`config.mk`:
```
export PLATFORM = sky130hd
export DESIGN_NAME = scene_sequencer
export DESIGN_NICKNAME = d
export VERILOG_FILES = /design/src/rtl/scene_sequencer.sv
export SDC_FILE = /design/constraint.sdc
export NUM_CORES = 1
export LEC_CHECK = 0
export CAP_MARGIN = 10
export CORE_MARGIN = 1
export CORE_UTILIZATION = 53
export DETAILED_ROUTE_END_ITERATION = 8
export PLACE_DENSITY = 0.87
export RECOVER_POWER = 50
export SYNTH_ARGS = -nofsm -noshare
export SYNTH_HDL_FRONTEND = slang
export SYNTH_SLANG_ARGS = --single-unit
```
`constraint.sdc`:
```
create_clock -name clk -period 4.6 [get_ports clk]
set_clock_uncertainty 0.1 [all_clocks]
set_input_delay 0.46 -clock clk [delete_from_list [all_inputs] [get_ports clk]]
set_output_delay 0.46 -clock clk [all_outputs]
set_load 0.005 [all_outputs]
```
`src/rtl/scene_sequencer.sv`:
```
// scene_sequencer: frame-rate game-state controller for the layer compositor.
// Sequences countdown, logo slide-out and head rise into RUN; tracks lane, coins, score.
module scene_sequencer #(
    parameter int COUNTDOWN_FRAMES = 5,
    parameter int LOGO_STEP        = 30,
    parameter int LOGO_END         = 640,
    parameter int HEAD_START       = 180,
    parameter int HEAD_STEP        = 17,
    parameter int HEAD_END         = 50,
    parameter int LANE_DX          = 100,
    parameter int LANE_STEP        = 50,
    parameter int COIN_START       = -50,
    parameter int COIN_END         = 60,
    parameter int HIT_POS          = 50
) (
    input  logic                    clk,
    input  logic                    rst,
    input  logic                    frame_tick,
    input  logic                    btn_left,
    input  logic                    btn_right,
    input  logic                    restart,
    output logic [1:0]              state,
    output logic signed [11:0]      logo_voffset,
    output logic signed [11:0]      head_hoffset,
    output logic signed [11:0]      head_voffset,
    output logic signed [11:0]      coin_prog,
    output logic [2:0][11:0]        coin_hoffset,
    output logic [2:0][11:0]        coin_voffset,
    output logic [2:0]              coin_visible,
    output logic [1:0]              lane,
    output logic [7:0]              score
);

    typedef enum logic [1:0] {
        S_COUNT = 2'd0,
        S_LOGO  = 2'd1,
        S_HEAD  = 2'd2,
        S_RUN   = 2'd3
    } state_t;

    localparam logic [15:0]        CNT_INIT = 16'(COUNTDOWN_FRAMES);
    localparam logic signed [11:0] LOGO_S   = 12'(LOGO_STEP);
    localparam logic signed [11:0] LOGO_E   = 12'(LOGO_END);
    localparam logic signed [11:0] HEAD_0   = 12'(HEAD_START);
    localparam logic signed [11:0] HEAD_S   = 12'(HEAD_STEP);
    localparam logic signed [11:0] HEAD_E   = 12'(HEAD_END);
    localparam logic signed [11:0] LDX      = 12'(LANE_DX);
    localparam logic signed [11:0] LSTEP    = 12'(LANE_STEP);
    localparam logic signed [11:0] COIN_0   = 12'(COIN_START);
    localparam logic signed [11:0] COIN_E   = 12'(COIN_END);
    localparam logic signed [11:0] HIT      = 12'(HIT_POS);

    state_t             st, st_nx;
    logic [15:0]        cnt, cnt_nx;
    logic signed [11:0] logo_nx, headh_nx, headv_nx, coin_nx;
    logic signed [11:0] target, diff, p;
    logic [2:0]         mask, mask_nx, lane_bit;
    logic [1:0]         lane_nx;
    logic [7:0]         score_nx;
    logic               pend_l, pend_r, pend_l_nx, pend_r_nx;
    logic               btn_l_q, btn_r_q, edge_l, edge_r, in_run;

    assign state        = st;
    assign in_run       = (st == S_RUN);
    assign edge_l       = btn_left & ~btn_l_q;
    assign edge_r       = btn_right & ~btn_r_q;
    assign lane_bit     = 3'b001 << lane;
    assign coin_visible = mask & {3{~coin_prog[11]}};
    assign diff         = target - head_hoffset;

    always_comb begin
        unique case (lane)
            2'd0:    target = -LDX;
            2'd2:    target = LDX;
            default: target = '0;
        endcase
    end

    // Coin replicas only start moving once progress is non-negative.
    always_comb begin
        p = coin_prog[11] ? 12'sd0 : coin_prog;
        coin_hoffset[2] = 12'sd200 - p;
        coin_hoffset[1] = 12'sd280;
        coin_hoffset[0] = 12'sd360 + p;
        for (int i = 0; i < 3; i++) begin
            coin_voffset[i] = 12'sd40 + p * 12'sd6;
        end
    end

    always_comb begin
        st_nx     = st;
        cnt_nx    = cnt;
        logo_nx   = logo_voffset;
        headh_nx  = head_hoffset;
        headv_nx  = head_voffset;
        coin_nx   = coin_prog;
        mask_nx   = mask;
        lane_nx   = lane;
        score_nx  = score;
        pend_l_nx = pend_l | (in_run & edge_l);
        pend_r_nx = pend_r | (in_run & edge_r);
        if (restart) begin
            st_nx     = S_COUNT;
            cnt_nx    = CNT_INIT;
            logo_nx   = '0;
            headh_nx  = '0;
            headv_nx  = HEAD_0;
            coin_nx   = COIN_0;
            mask_nx   = 3'b111;
            lane_nx   = 2'd1;
            score_nx  = '0;
            pend_l_nx = 1'b0;
            pend_r_nx = 1'b0;
        end else if (frame_tick) begin
            unique case (st)
                S_COUNT: begin
                    if (cnt != 16'd0) cnt_nx = cnt - 16'd1;
                    else              st_nx  = S_LOGO;
                end
                S_LOGO: begin
                    if (logo_voffset < LOGO_E) logo_nx = logo_voffset + LOGO_S;
                    else                       st_nx   = S_HEAD;
                end
                S_HEAD: begin
                    if (head_voffset > HEAD_E) begin
                        headv_nx = head_voffset - HEAD_S;
                    end else begin
                        st_nx   = S_RUN;
                        coin_nx = COIN_0;
                    end
                end
                S_RUN: begin
                    // Edges arriving on this very edge survive to the next tick.
                    pend_l_nx = edge_l;
                    pend_r_nx = edge_r;
                    if (pend_l && !pend_r && lane != 2'd0)
                        lane_nx = lane - 2'd1;
                    else if (pend_r && !pend_l && lane != 2'd2)
                        lane_nx = lane + 2'd1;
                    if (diff > LSTEP)       headh_nx = head_hoffset + LSTEP;
                    else if (diff < -LSTEP) headh_nx = head_hoffset - LSTEP;
                    else                    headh_nx = target;
                    if (coin_prog < 0) begin
                        coin_nx = '0;
                    end else if (coin_prog == COIN_E) begin
                        coin_nx = COIN_0;
                        mask_nx = (mask == 3'b000) ? 3'b111 : {mask[1:0], mask[2]};
                    end else begin
                        coin_nx = coin_prog + 12'sd1;
                    end
                    if (coin_prog == HIT && |(mask & lane_bit) &&
                        head_hoffset == target) begin
                        score_nx = (score == 8'hFF) ? score : score + 8'd1;
                        mask_nx  = mask & ~lane_bit;
                    end
                end
            endcase
        end
    end

    always_ff @(posedge clk or posedge rst) begin
        if (rst) begin
            st           <= S_COUNT;
            cnt          <= CNT_INIT;
            logo_voffset <= '0;
            head_hoffset <= '0;
            head_voffset <= HEAD_0;
            coin_prog    <= COIN_0;
            mask         <= 3'b111;
            lane         <= 2'd1;
            score        <= '0;
            pend_l       <= 1'b0;
            pend_r       <= 1'b0;
            btn_l_q      <= 1'b0;
            btn_r_q      <= 1'b0;
        end else begin
            st           <= st_nx;
            cnt          <= cnt_nx;
            logo_voffset <= logo_nx;
            head_hoffset <= headh_nx;
            head_voffset <= headv_nx;
            coin_prog    <= coin_nx;
            mask         <= mask_nx;
            lane         <= lane_nx;
            score        <= score_nx;
            pend_l       <= pend_l_nx;
            pend_r       <= pend_r_nx;
            btn_l_q      <= btn_left;
            btn_r_q      <= btn_right;
        end
    end

endmodule

```
==> impl_summary.md, run 1 <==
Floorplanning
The floorplan die width is 117 µm. The die covers 13,600 µm². The die span in y is 117 µm. The number of placement rows is 41. The starting utilization of the core area is 54.8%. The core region is 12,700 µm². The number of top-level pins is 141.

STA
At the pin with the least slew margin, the transition time is 2.48 ns. The total of endpoints with negative setup slack in the final report is 0. For the final routed database, the setup TNS stands at 0 ns. Measured against its own limit, the worst slew margin works out to -66.0%. The hold violation count in the final report is 0.

The count of pins over their slew limit came to 106. The final worst-path cycle share is 96.5%. The achievable frequency is 225 MHz.

The minimum clock period after layout is 4.44 ns.

Synthesis
The leading register cell type out of synthesis is sky130_fd_sc_hd__dfrtp_1. Each instance of the synthesized netlist takes up on average 8.23 µm². By area the synthesized netlist is led by sky130_fd_sc_hd__dfrtp_1, sky130_fd_sc_hd__ha_1, sky130_fd_sc_hd__dfstp_2, sky130_fd_sc_hd__xnor2_1, sky130_fd_sc_hd__buf_4. The gate count of the mapped netlist is 847. The number of distinct library cells after synthesis is 82.

The post-synthesis instance area is 6970 µm². Among all cell types in the netlist, the one instantiated most often is sky130_fd_sc_hd__nor2_1. Summed over its instances, the top area cell type makes up 22.3% of the synthesized netlist area. The number of warnings issued by yosys is 0. Counting flops with a built-in enable in the synthesized netlist gives 0. Sorting the synthesized cells by how often they occur yields sky130_fd_sc_hd__nor2_1, sky130_fd_sc_hd__nand2_1, sky130_fd_sc_hd__dfrtp_1, sky130_fd_sc_hd__a21oi_1, sky130_fd_sc_hd__xnor2_1. The largest area contributor in the synthesized netlist is sky130_fd_sc_hd__dfrtp_1.

For this run, asynchronously set or reset flops after synthesis account for 100%. The post-synthesis sequential element count is 81. The sequential cell area fraction in the yosys report is 29.4%.

Finish
The post-route netlist has 6.91% of its cells at a drive strength greater than 1. The cell area after layout is 8360 µm². The antenna diode count is 0. The number of fill cells in the layout is 1,034. From synthesis to final layout, the design area changed by 19.9%. The multi-input combinational cells in the finished layout cover a total of 4330 µm². The number of standard cells in the layout, taps in and fillers out is 1,098. Registers take 2050 µm². The number of nets at the end of the flow is 972.

Worst setup path
In this run the worst path has a maximum fanout of 6. The depth of the worst register-to-register path is 11. At the worst endpoint, the arrival time is 3.88 ns.

The setup slack of the most critical reg-to-reg path is 0.60 ns. The worst endpoint required time is 4.04 ns. The endpoint identified for the worst register-to-register timing path is head_hoffset[10]. The worst setup path is of the reg -> out kind. In this run the critical register-to-register path is launched from head_hoffset[2].

STA classifies the critical path endpoint as an output port. The startpoint type of the worst setup path is a flop.

Clock tree
The CTS tree is done. The post-CTS clock slew at the launch and capture registers of the worst setup and hold paths is 0.06 ns. The tree is rooted in a sky130_fd_sc_hd__clkbuf_16. The clock drives 81 sinks.

The clock tree synthesis step divided the H-tree into 3 levels. Hold repair after CTS inserted 0 buffers. Clock latency on the worst-skew pair, taken at its later pin, is 0.33 ns.

The longest clock path from root to sink contains 2 buffers. Clock tree synthesis inserted a total of 9 buffers.

Power and ir drop
Dividing total power by cell area gives a power density of 199 nW/µm². The post-layout total power is 1.67 mW. The worst IR drop on VDD is 0.174 mV. The static leakage is 3.65 nW.

Routing
The iteration count of the initial detailed-routing pass is 6. The final routed wirelength across all metal layers is 17,100 µm. The iteration-0 DRC count of the detailed router is 563. The residual DRC count is 0. Dividing the detail-routed via count by the number of cells gives 5.78.

The count of nets left with antenna violations once routing finished came out at 0. Dividing the detail-routed wire length by the instance count gives 15.6 µm. For this block, the via count after detailed routing is 6,347.

Global routing
For this run, the total global-route usage over all layers was measured as 25.3%. The first global-routing pass estimated 27,400 µm of wire. Summed over all layers, the global routing overflow is 0. Entering global routing, the biggest net connects 57 pins. The initial antenna violation count is 0.

The number of global-route vias before repair is 5,667.

Placed design
The number of buffers inserted by port buffering is 123. After detailed placement, the design holds a cell count of 1,080. Summed over all nets, the half-perimeter wirelength after detailed placement is 12,300 µm. The post-place instance area is 8030 µm².

The congestion estimate from routability-driven global placement came to 0.930.

Hold path
The hold path depth is 2. The worst hold path startpoint is head_voffset[11]. The path category of the worst min-delay check is reg -> reg. The worst hold path terminates at head_voffset[11].

Flow run
The tool flagged a number of max-cap violations equal to 2.

Outcome
The final reports fail on max-capacitance violations, max-slew violations. The flow ran to the end, but the final reports show violations.
[layout by cell type (no fill, tap or decap), types with 11 or more instances in the layout]
master and n:
sky130_fd_sc_hd__nor2_1 83, sky130_fd_sc_hd__clkdlybuf4s50_1 83, sky130_fd_sc_hd__dfrtp_1 62, sky130_fd_sc_hd__nand2_1 61
sky130_fd_sc_hd__a21oi_1 50, sky130_fd_sc_hd__xnor2_1 46, sky130_fd_sc_hd__o21ai_0 43, sky130_fd_sc_hd__ha_1 43
sky130_fd_sc_hd__inv_1 40, sky130_fd_sc_hd__dlygate4sd3_1 38, sky130_fd_sc_hd__nor3_1 31, sky130_fd_sc_hd__xor2_1 26
sky130_fd_sc_hd__nand3_1 25, sky130_fd_sc_hd__nand2b_1 18, sky130_fd_sc_hd__nor2b_1 17, sky130_fd_sc_hd__conb_1 17
sky130_fd_sc_hd__and3_1 12, sky130_fd_sc_hd__or3_1 11
[state kept, by name (all words and copies together), names as in the netlist, 2 cells and up]
name,count
score,8
head_hoffset,11
mask,3
coin_prog,12
head_voffset,12
lane,2
cnt,16
state,2
logo_voffset,11
[metal layers]
layer,GRT usage [%],up-vias,routed length [µm]
li1,-,3048,-
met1,34.1,2992,7340
met2,42.0,282,8250
met3,3.84,25,1240
met4,7.93,0,254
met5,0,-,0
[worst max path at each step]
stage / to / cells past startpoint / startpoint / slack [ns]
floorplan: coin_voffset[22] / 14 / coin_prog[11] / 0.75
global placement: coin_voffset[10] / 14 / coin_prog[11] / 0.36
detailed placement: coin_voffset[34] / 14 / coin_prog[11] / 0.21
CTS: coin_voffset[34] / 14 / coin_prog[11] / 0.04
global route: coin_voffset[34] / 14 / coin_prog[11] / -0.03
finish: coin_voffset[34] / 14 / coin_prog[11] / 0.16
[metrics by stage]
stage	hold slack (ns)	setup slack (ns)	utilization, %
global placement	0.404	0.357	63.1
floorplan	0.391	0.745	-
finish	0.419	0.163	65.7
detailed placement	0.403	0.210	63.1
global route	0.453	-0.0280	65.7
CTS	0.425	0.0397	65.5
[cell type report]
cell class,count,area share (%)
clock inverter,4,0.629
sequential,81,24.5
tap,172,2.57
inverter,44,1.99
multi-input combinational,651,51.7
clock buffer,12,2.95
timing repair buffer,134,15.6
[power by group]
part	leakage (nW)	switching, mW	internal [mW]	total [mW]
registers	1.05	0.0267	0.736	0.763
clock network	0.147	0.292	0.437	0.729
logic	2.46	0.106	0.0684	0.175
total	3.65	0.425	1.24	1.67
[critical path, stage by stage, from the launching register on]
cell and delay (ns):
sky130_fd_sc_hd__dfstp_2 0.55, sky130_fd_sc_hd__inv_2 0.06, sky130_fd_sc_hd__nand2_2 0.09, sky130_fd_sc_hd__inv_1 0.10, sky130_fd_sc_hd__ha_1 0.24, sky130_fd_sc_hd__fa_1 0.41, sky130_fd_sc_hd__nor2b_1 0.15, sky130_fd_sc_hd__o21ai_1 0.15
sky130_fd_sc_hd__a21oi_1 0.11, sky130_fd_sc_hd__o21ai_1 0.20, sky130_fd_sc_hd__nand2b_1 0.11, sky130_fd_sc_hd__xnor2_1 0.18, sky130_fd_sc_hd__or3b_2 0.49, sky130_fd_sc_hd__xnor2_2 0.17, sky130_fd_sc_hd__clkdlybuf4s50_1 0.53
[cell families (layout without fill, tap and decap cells)]
family,after synthesis,after routing,share of synthesized area (%)
and+or+nand+nor,316,316,23.6
AOI/OAI and AO/OA,193,193,18.5
buffers and inverters,130,194,9.68
DFF,81,81,29.4
xor gates and xnor gates,74,74,9.50
adders and majority gates,45,45,8.29
muxes,6,6,0.862
other,2,17,0.108
[timing repair]
| item | 4_1_cts | 5_1_grt |
|---|---|---|
| gates resized for setup | 5 | 6 |
| setup buffers | 0 | 2 |
| pin swaps | 0 | 1 |
| setup endpoints to repair | 3 | 9 |
| hold endpoints to repair | 0 | 0 |
| gates cloned | 0 | 0 |
Power figures use the tool's default switching activity.
==> run 2, diff against run 1 <==
GPL_ROUTABILITY_DRIVEN = 0   (was unset)
==> run 2 against run 1 <==
The flow still finishes with violations (max-capacitance violations, max-slew violations). Sequential power about the same. Global-route usage up 0.25 points. Routed wire length down 1.3%. Clock power down 4.7%. Die area unchanged. Clock-buffer cell count up 1. Worst hold slack better by 0.0022 ns. Final area about the same. Sequential share of layout area about the same.
==> impl_summary.md, run 2 (same netlist as run 1, synthesis figures left out) <==
Routing
The routed wire length per instance is 15.4 µm (-1.1%). The residual antenna-violating net count after detailed routing is 0 (unchanged). The via density per instance is 5.76 (-0.39%). The total vias in the final route was 6,311 (-0.57%). The residual DRC count came to 0 (unchanged). The final routed wirelength across all metal layers is 16,900 µm (-1.3%).

The iteration count of the initial detailed-routing pass was 5 (-1). The iteration-0 DRC count of the detailed router is 492 (-13%).

Outcome
The checks that failed: max-capacitance violations, max-slew violations. The flow ran to the end, but the final reports show violations.

Worst setup path
The slowest stage of the critical path belongs to the cell sky130_fd_sc_hd__dfstp_2. The buffer and inverter count on the worst path was 3 (unchanged). The critical path is of the reg -> out type. The maximum single-stage delay on the critical path is 0.55 ns (about the same). The worst endpoint required time was 4.04 ns (about the same). The biggest fanout along the worst timing path is 6 (unchanged). The kind of cell with the highest combined delay along the critical path is simple AND/OR/NAND/NOR gates. The setup slack of the most critical reg-to-reg path was 0.77 ns (+0.17 ns). Walking the worst path, the cells encountered are clkinvlp_4 -> nand2_2 -> inv_1 -> ha_1 -> fa_2 -> nor2b_1 -> o21ai_1 -> a21oi_1 -> o21ai_1 -> nand2b_1 -> xnor2_2 -> or3b_4 -> xnor2_2 -> clkdlybuf4s50_1. The type of element capturing the critical path is an output port. STA classifies the critical path startpoint as a flop.

The arrival time at the worst endpoint is 3.83 ns (-0.05 ns).

STA
The achievable frequency is 228 MHz (+1.2%). The minimum clock period after layout was 4.39 ns (-0.0514 ns). The aggregate negative setup slack is 0 ns (unchanged). Setup repair after global routing left no endpoint under its margin. The worst slew margin relative to its limit is -73.3% (-7.3 points). The final worst-path cycle share is 95.3% (-1.1 points). The hold violation count in the final report came to 0 (unchanged). The transition time at the pin with the least slew margin is 2.59 ns (+0.109 ns). The count of pins over their slew limit was 103 (-2.8%).

The worst-case hold slack is 0.421 ns (+0.00215 ns). The total of endpoints with negative setup slack in the final report is 0 (unchanged).

Finish
The layout-stage area growth over the synthesis result is 20.0% (about the same). The number of fill cells in the layout is 1,044 (+0.97%). The register bank with the most flops is cnt. The antenna diode count is 0 (unchanged). The utilization after layout is 65.7% (about the same).

The number of flip-flops in the largest register is 16 (unchanged). The most common library cell in the layout ignoring fill and taps is sky130_fd_sc_hd__nor2_1. The top cell types in the final layout, fill and taps aside, are sky130_fd_sc_hd__nor2_1, sky130_fd_sc_hd__clkdlybuf4s50_1, sky130_fd_sc_hd__dfrtp_1. The share of cells above drive strength 1 is 7.25% (+0.34 points).

The footprint of the flip-flops and latches came to 2050 µm² (unchanged). The largest registers in the layout are cnt (16), coin_prog (12), head_voffset (12). The number of nets at the end of the flow is 970 (-0.21%). The multi-input logic area came to 4360 µm² (+0.69%).

Global routing
The global-route congestion overflow total is 0 (unchanged). The initial antenna violation count came to 0 (unchanged). The number of global-route vias before repair is 5,725 (+1.0%). The overall fraction of global-route tracks in use is 25.6% (+0.25 points). The largest net degree at the start of global routing is 60 (+5.3%).

The wire length of the first global-routing pass is 27,900 µm (+1.6%).

Clock tree
The clock latency at the later pin of the worst-skew pair is 0.34 ns (about the same). The CTS tree is done. The post-CTS clock slew at the launch and capture registers of the worst setup and hold paths was 0.06 ns (about the same). The sink count of the clock tree came to 81 (unchanged). The H-tree depth reported by CTS is 3 (unchanged). The number of CTS-inserted buffers is 9 (unchanged). In this run the clock root is driven by a sky130_fd_sc_hd__clkbuf_16. The maximum buffer depth of the clock tree is 2 (unchanged).

Floorplanning
The number of top-level pins is 141 (unchanged). The die span in y is 117 µm (unchanged). The placeable core region is 12,700 µm² (unchanged). The floorplan die width is 117 µm (unchanged). The starting utilization of the core area is 54.8% (unchanged). The die outline area is 13,600 µm² (unchanged). The number of placement rows is 41 (unchanged).

Placed design
The half-perimeter wire length of the detailed placement result came to 12,000 µm (-2.5%). The number of buffers inserted by port buffering is 123 (unchanged).

Power and ir drop
The power per cell area is 195 nW/µm² (-2.3%). The static leakage is 3.63 nW (-0.74%). The worst IR drop on VDD is 0.209 mV (+20%).

Hold path
The worst hold path belongs to the class reg -> reg.

Flow run
The number of max-cap violations was 2 (unchanged).
-- run 2: cell types whose count changed in the layout (fill, tap and decap cells not counted), sizes merged --
cell           change
buf                -2
dlygate4sd3        +2
clkinv             -3
bufinv             -1
clkbuf             +1
clkinvlp           +3
clkdlybuf4s50      -2
-- run 2: layout make-up --
class | instances | area share, %
clock buffer | 13 | 3.11
timing repair buffer | 132 | 15.4
tap | 172 | 2.57
multi-input combinational | 651 | 52.1
clock inverter | 3 | 0.284
sequential | 81 | 24.5
inverter | 44 | 2.03
-- run 2: timing repair --
item	in CTS	in global routing
hold buffers	0	0
buffers inserted	0	0
pin swaps	0	1
resized for setup	3	14
setup endpoints to repair	3	9
-- run 2: worst paths after layout --
| check | start | end | depth (start not counted) |
|---|---|---|---|
| setup reg to reg | head_hoffset[2] | head_hoffset[8] | 11 |
| hold reg to reg | head_voffset[11] | head_voffset[11] | 2 |
| hold / removal | head_voffset[11] | head_voffset[11] | 2 |
| max in group asynchronous | rst | state[1] | 3 |
| setup / recovery | coin_prog[11] | coin_voffset[34] | 14 |
| min in group asynchronous | rst | coin_prog[0] | 2 |
-- run 2: metal layers --
layer	up-vias	wire [µm]	part of all wire (%)	track usage, %
li1	3044	-	-	-
met3	23	1010	6.0	3.63
met4	0	223	1.3	7.68
met2	212	8110	48	42.2
met5	-	0	0	0
met1	3032	7530	45	34.9
-- run 2: metrics by stage --
stage                     setup slack, ns  total power, mW  cells  instance area [µm²]
final                               0.215             1.63   1096                 8360
after global routing               0.0338             1.69   1096                 8360
after CTS                         0.00396             1.64   1096                 8320
after detailed placement            0.232            0.946   1080                 8030
after global placement              0.382            0.942   1080                 8030
after floorplan                     0.745            0.906    862                 7030
-- run 2: worst register-to-register path, cell delays in order, from the launching register on --
cell and delay (ns):
sky130_fd_sc_hd__dfrtp_1 0.52, sky130_fd_sc_hd__inv_1 0.15, sky130_fd_sc_hd__ha_1 0.35, sky130_fd_sc_hd__ha_1 0.21
sky130_fd_sc_hd__or3b_1 0.39, sky130_fd_sc_hd__a221oi_2 0.29, sky130_fd_sc_hd__o211ai_1 0.16, sky130_fd_sc_hd__xnor2_1 0.19
sky130_fd_sc_hd__nor4_4 0.51, sky130_fd_sc_hd__a21oi_1 0.26, sky130_fd_sc_hd__a211o_1 0.40, sky130_fd_sc_hd__o211ai_1 0.22
-- run 2: report_power, final --
part	internal [mW]	leakage, nW	switching, mW
logic	0.0681	2.44	0.104
clock network	0.398	0.132	0.297
registers	0.736	1.05	0.0274
total	1.20	3.63	0.428
==> run 3, diff against run 2 <==
CORE_MARGIN = 2   (was 1)
TNS_END_PERCENT = 50   (was unset)
==> run 3 against run 2 <==
The flow still finishes with violations (max-capacitance violations, max-slew violations). Sequential cell count did not move. Clock power up 10%. Final area about the same. Largest power group is now the clock network. Via count is 0.70% lower. Clock-buffer cell count did not move. Core utilization shrank 0.059 points. Critical endpoint is now coin_voffset[10].
==> impl_summary.md, run 3 (same netlist as run 1, synthesis figures left out) <==
Floorplanning
The placeable core region is 12,700 µm² (unchanged). The die outline area is 14,100 µm² (+3.5%). The number of top-level pins is 141 (unchanged). The starting utilization of the core area is 54.8% (unchanged). The number of placement rows was 41 (unchanged). The floorplan die width is 119 µm (+1.7%). The die span in y is 119 µm (+1.7%).

Worst setup path
The critical path in this run is classified as reg -> out. The worst endpoint required time is 4.04 ns (about the same). The most used cell along the critical path is sky130_fd_sc_hd__o21ai_1. The gate family responsible for the most delay along the worst path is simple AND/OR/NAND/NOR gates.

The buffer and inverter count on the worst path is 3 (unchanged). For this design, the slowest cell found on the critical path is sky130_fd_sc_hd__dfstp_2. The startpoint type of the worst setup path is a flop. The worst setup path startpoint is coin_prog[11].

The worst register-to-register path begins at head_hoffset[2]. The type of element capturing the critical path is an output port. The signal on the critical path passes through clkinv_2 -> nand2_2 -> inv_1 -> ha_1 -> fa_1 -> nor2b_1 -> o21ai_1 -> a21oi_1 -> o21ai_1 -> nand2b_1 -> xnor2_1 -> or3b_2 -> xnor2_2 -> clkdlybuf4s50_1.

The arrival time at the worst endpoint is 3.85 ns (+0.02 ns). The biggest fanout along the worst timing path was 6 (unchanged). The maximum single-stage delay on the critical path is 0.54 ns (about the same).

Outcome
The final reports fail on max-capacitance violations, max-slew violations. The run finished, with violations left.

Finish
cnt holds more flip-flops than any other register. The library cells used most frequently in the layout, excluding fill and tap cells, are sky130_fd_sc_hd__nor2_1, sky130_fd_sc_hd__clkdlybuf4s50_1, sky130_fd_sc_hd__dfrtp_1. The utilization after layout is 65.7% (about the same). The number of flip-flops in the largest register is 16 (unchanged). The cell area after layout was 8360 µm² (about the same). The largest registers in the layout are cnt (16), coin_prog (12), head_voffset (12). The number of nets at the end of the flow is 969 (-0.10%).

The share of cells above drive strength 1 is 7.15% (-0.10 points). The layout-stage area growth over the synthesis result is 19.9% (about the same). The number of standard cells in the layout, taps in and fillers out was 1,095 (-0.091%). The antenna diode count is 0 (unchanged). The number of fill cells in the layout is 1,054 (+0.96%).

Power and ir drop
The static leakage came to 3.62 nW (about the same). The power per cell area is 204 nW/µm² (+4.5%). The worst IR drop on VDD is 0.157 mV (-25%).

Routing
The routed wire length per instance is 15.3 µm (-0.87%). The iteration-0 DRC count of the detailed router is 516 (+4.9%). The via density per instance came to 5.72 (-0.61%). The iteration count of the initial detailed-routing pass is 7 (+2). The total vias in the final route is 6,267 (-0.70%). The residual DRC count is 0 (unchanged). The residual antenna-violating net count after detailed routing was 0 (unchanged). The final routed wirelength across all metal layers is 16,700 µm (-0.96%).

Global routing
The number of global-route vias before repair was 5,752 (+0.47%). The initial antenna violation count is 0 (unchanged). The largest net degree at the start of global routing is 58 (-3.3%). The overall fraction of global-route tracks in use is 23.3% (-2.3 points). The global-route congestion overflow total is 0 (unchanged). The wire length of the first global-routing pass is 27,500 µm (-1.3%).

Clock tree
The post-CTS clock slew at the launch and capture registers of the worst setup and hold paths came to 0.06 ns (about the same). The maximum buffer depth of the clock tree is 2 (unchanged). The sink count of the clock tree is 81 (unchanged). The H-tree depth reported by CTS is 3 (unchanged). The clock latency at the later pin of the worst-skew pair came to 0.34 ns (about the same). The buffers inserted during post-CTS setup optimization came to 0 (unchanged). The number of CTS-inserted buffers was 9 (unchanged). TritonCTS built the clock tree. The cell at the root of the clock tree is sky130_fd_sc_hd__clkbuf_16.

Hold path
The worst hold path begins at head_voffset[5]. The path class of the tightest hold or removal check is reg -> reg.

STA
The achievable frequency came to 227 MHz (-0.67%). The total of endpoints with negative setup slack in the final report came to 0 (unchanged). The aggregate negative setup slack is 0 ns (unchanged). The hold violation count in the final report is 0 (unchanged). Setup repair after global routing could not meet its margin everywhere. The minimum clock period after layout is 4.41 ns (+0.0295 ns). The worst-case hold slack is 0.419 ns (-0.00186 ns).

The count of pins over their slew limit came to 100 (-2.9%). The transition time at the pin with the least slew margin came to 2.49 ns (-0.0914 ns). The final worst-path cycle share is 96.0% (+0.64 points).

The worst slew margin relative to its limit came to -67.2% (+6.1 points).

Placed design
The half-perimeter wire length of the detailed placement result is 11,900 µm (-0.97%). The number of cells after detailed placement is 1,079 (-0.093%). The number of buffers inserted by port buffering is 123 (unchanged). The post-place instance area was 8020 µm² (about the same).

Flow run
The number of max-cap violations is 2 (unchanged).
-- run 3: cell types whose count changed in the layout (fill, tap and decap cells not counted), moves of 2 or more --
cell / delta
sky130_fd_sc_hd__buf_4: -2
sky130_fd_sc_hd__clkinv_2: +2
sky130_fd_sc_hd__clkdlybuf4s50_1: +2
sky130_fd_sc_hd__xnor2_2: -2
sky130_fd_sc_hd__clkbuf_1: +2
sky130_fd_sc_hd__dfstp_1: -5
sky130_fd_sc_hd__xnor2_1: +2
sky130_fd_sc_hd__bufinv_16: +2
sky130_fd_sc_hd__dfstp_2: +5
sky130_fd_sc_hd__clkinvlp_4: -3
-- run 3: final timing paths --
kind,to,slack [ns],depth (start not counted)
max,coin_voffset[10],0.19,14
min,head_voffset[5],0.42,2
max reg2reg,head_hoffset[8],0.78,11
min reg2reg,head_voffset[5],0.42,2
max in group asynchronous,logo_voffset[9],1.23,3
min in group asynchronous,head_voffset[8],1.17,2
-- run 3: final cells by class --
type / instances / area (µm²) / area share, %
clock inverters: 3 / 65.1 / 0.779
clock buffers: 13 / 250 / 2.99
well taps: 172 / 215 / 2.58
inverters: 44 / 168 / 2.01
flip-flops and latches: 81 / 2050 / 24.5
repair buffers: 131 / 1270 / 15.2
multi-input cells: 651 / 4330 / 51.9
-- run 3: timing repair --
item	in CTS	in global routing
cloned	0	0
gates resized for setup	6	6
endpoints found under the setup margin	3	9
hold buffers	0	0
-- run 3: report_power, final --
part           internal (mW)  switching, mW  leakage [nW]
clock                  0.490          0.277         0.154
sequential             0.737         0.0265          1.05
combinational         0.0670          0.104          2.41
total                   1.29          0.408          3.62
-- run 3: worst reg2reg max path, stage by stage, from the launching register on --
cell and delay (ns):
sky130_fd_sc_hd__dfrtp_1 0.46, sky130_fd_sc_hd__inv_1 0.12, sky130_fd_sc_hd__ha_1 0.33, sky130_fd_sc_hd__ha_1 0.23, sky130_fd_sc_hd__or3b_1 0.40, sky130_fd_sc_hd__a221oi_2 0.31
sky130_fd_sc_hd__o211ai_1 0.17, sky130_fd_sc_hd__xnor2_1 0.21, sky130_fd_sc_hd__nor4_4 0.52, sky130_fd_sc_hd__a21oi_1 0.29, sky130_fd_sc_hd__a211o_1 0.41, sky130_fd_sc_hd__o211ai_1 0.21
-- run 3: routing by layer --
metal | wire length, µm | part of all wire (%) | vias to the layer above | GRT usage [%]
met5 | 0 | 0 | - | 0
met4 | 221 | 1.3 | 0 | 6.77
met3 | 1150 | 6.9 | 26 | 3.96
met2 | 8040 | 48 | 234 | 39.4
met1 | 7300 | 44 | 2966 | 30.6
li1 | - | - | 3041 | -
-- run 3: through the flow --
stage,setup WS [ns],power (mW)
3_5_place_dp,0.203,0.944
5_1_grt,0.00767,1.77
2_1_floorplan,0.745,0.906
3_3_place_gp,0.340,0.941
6_report,0.185,1.70
4_1_cts,0.0689,1.72
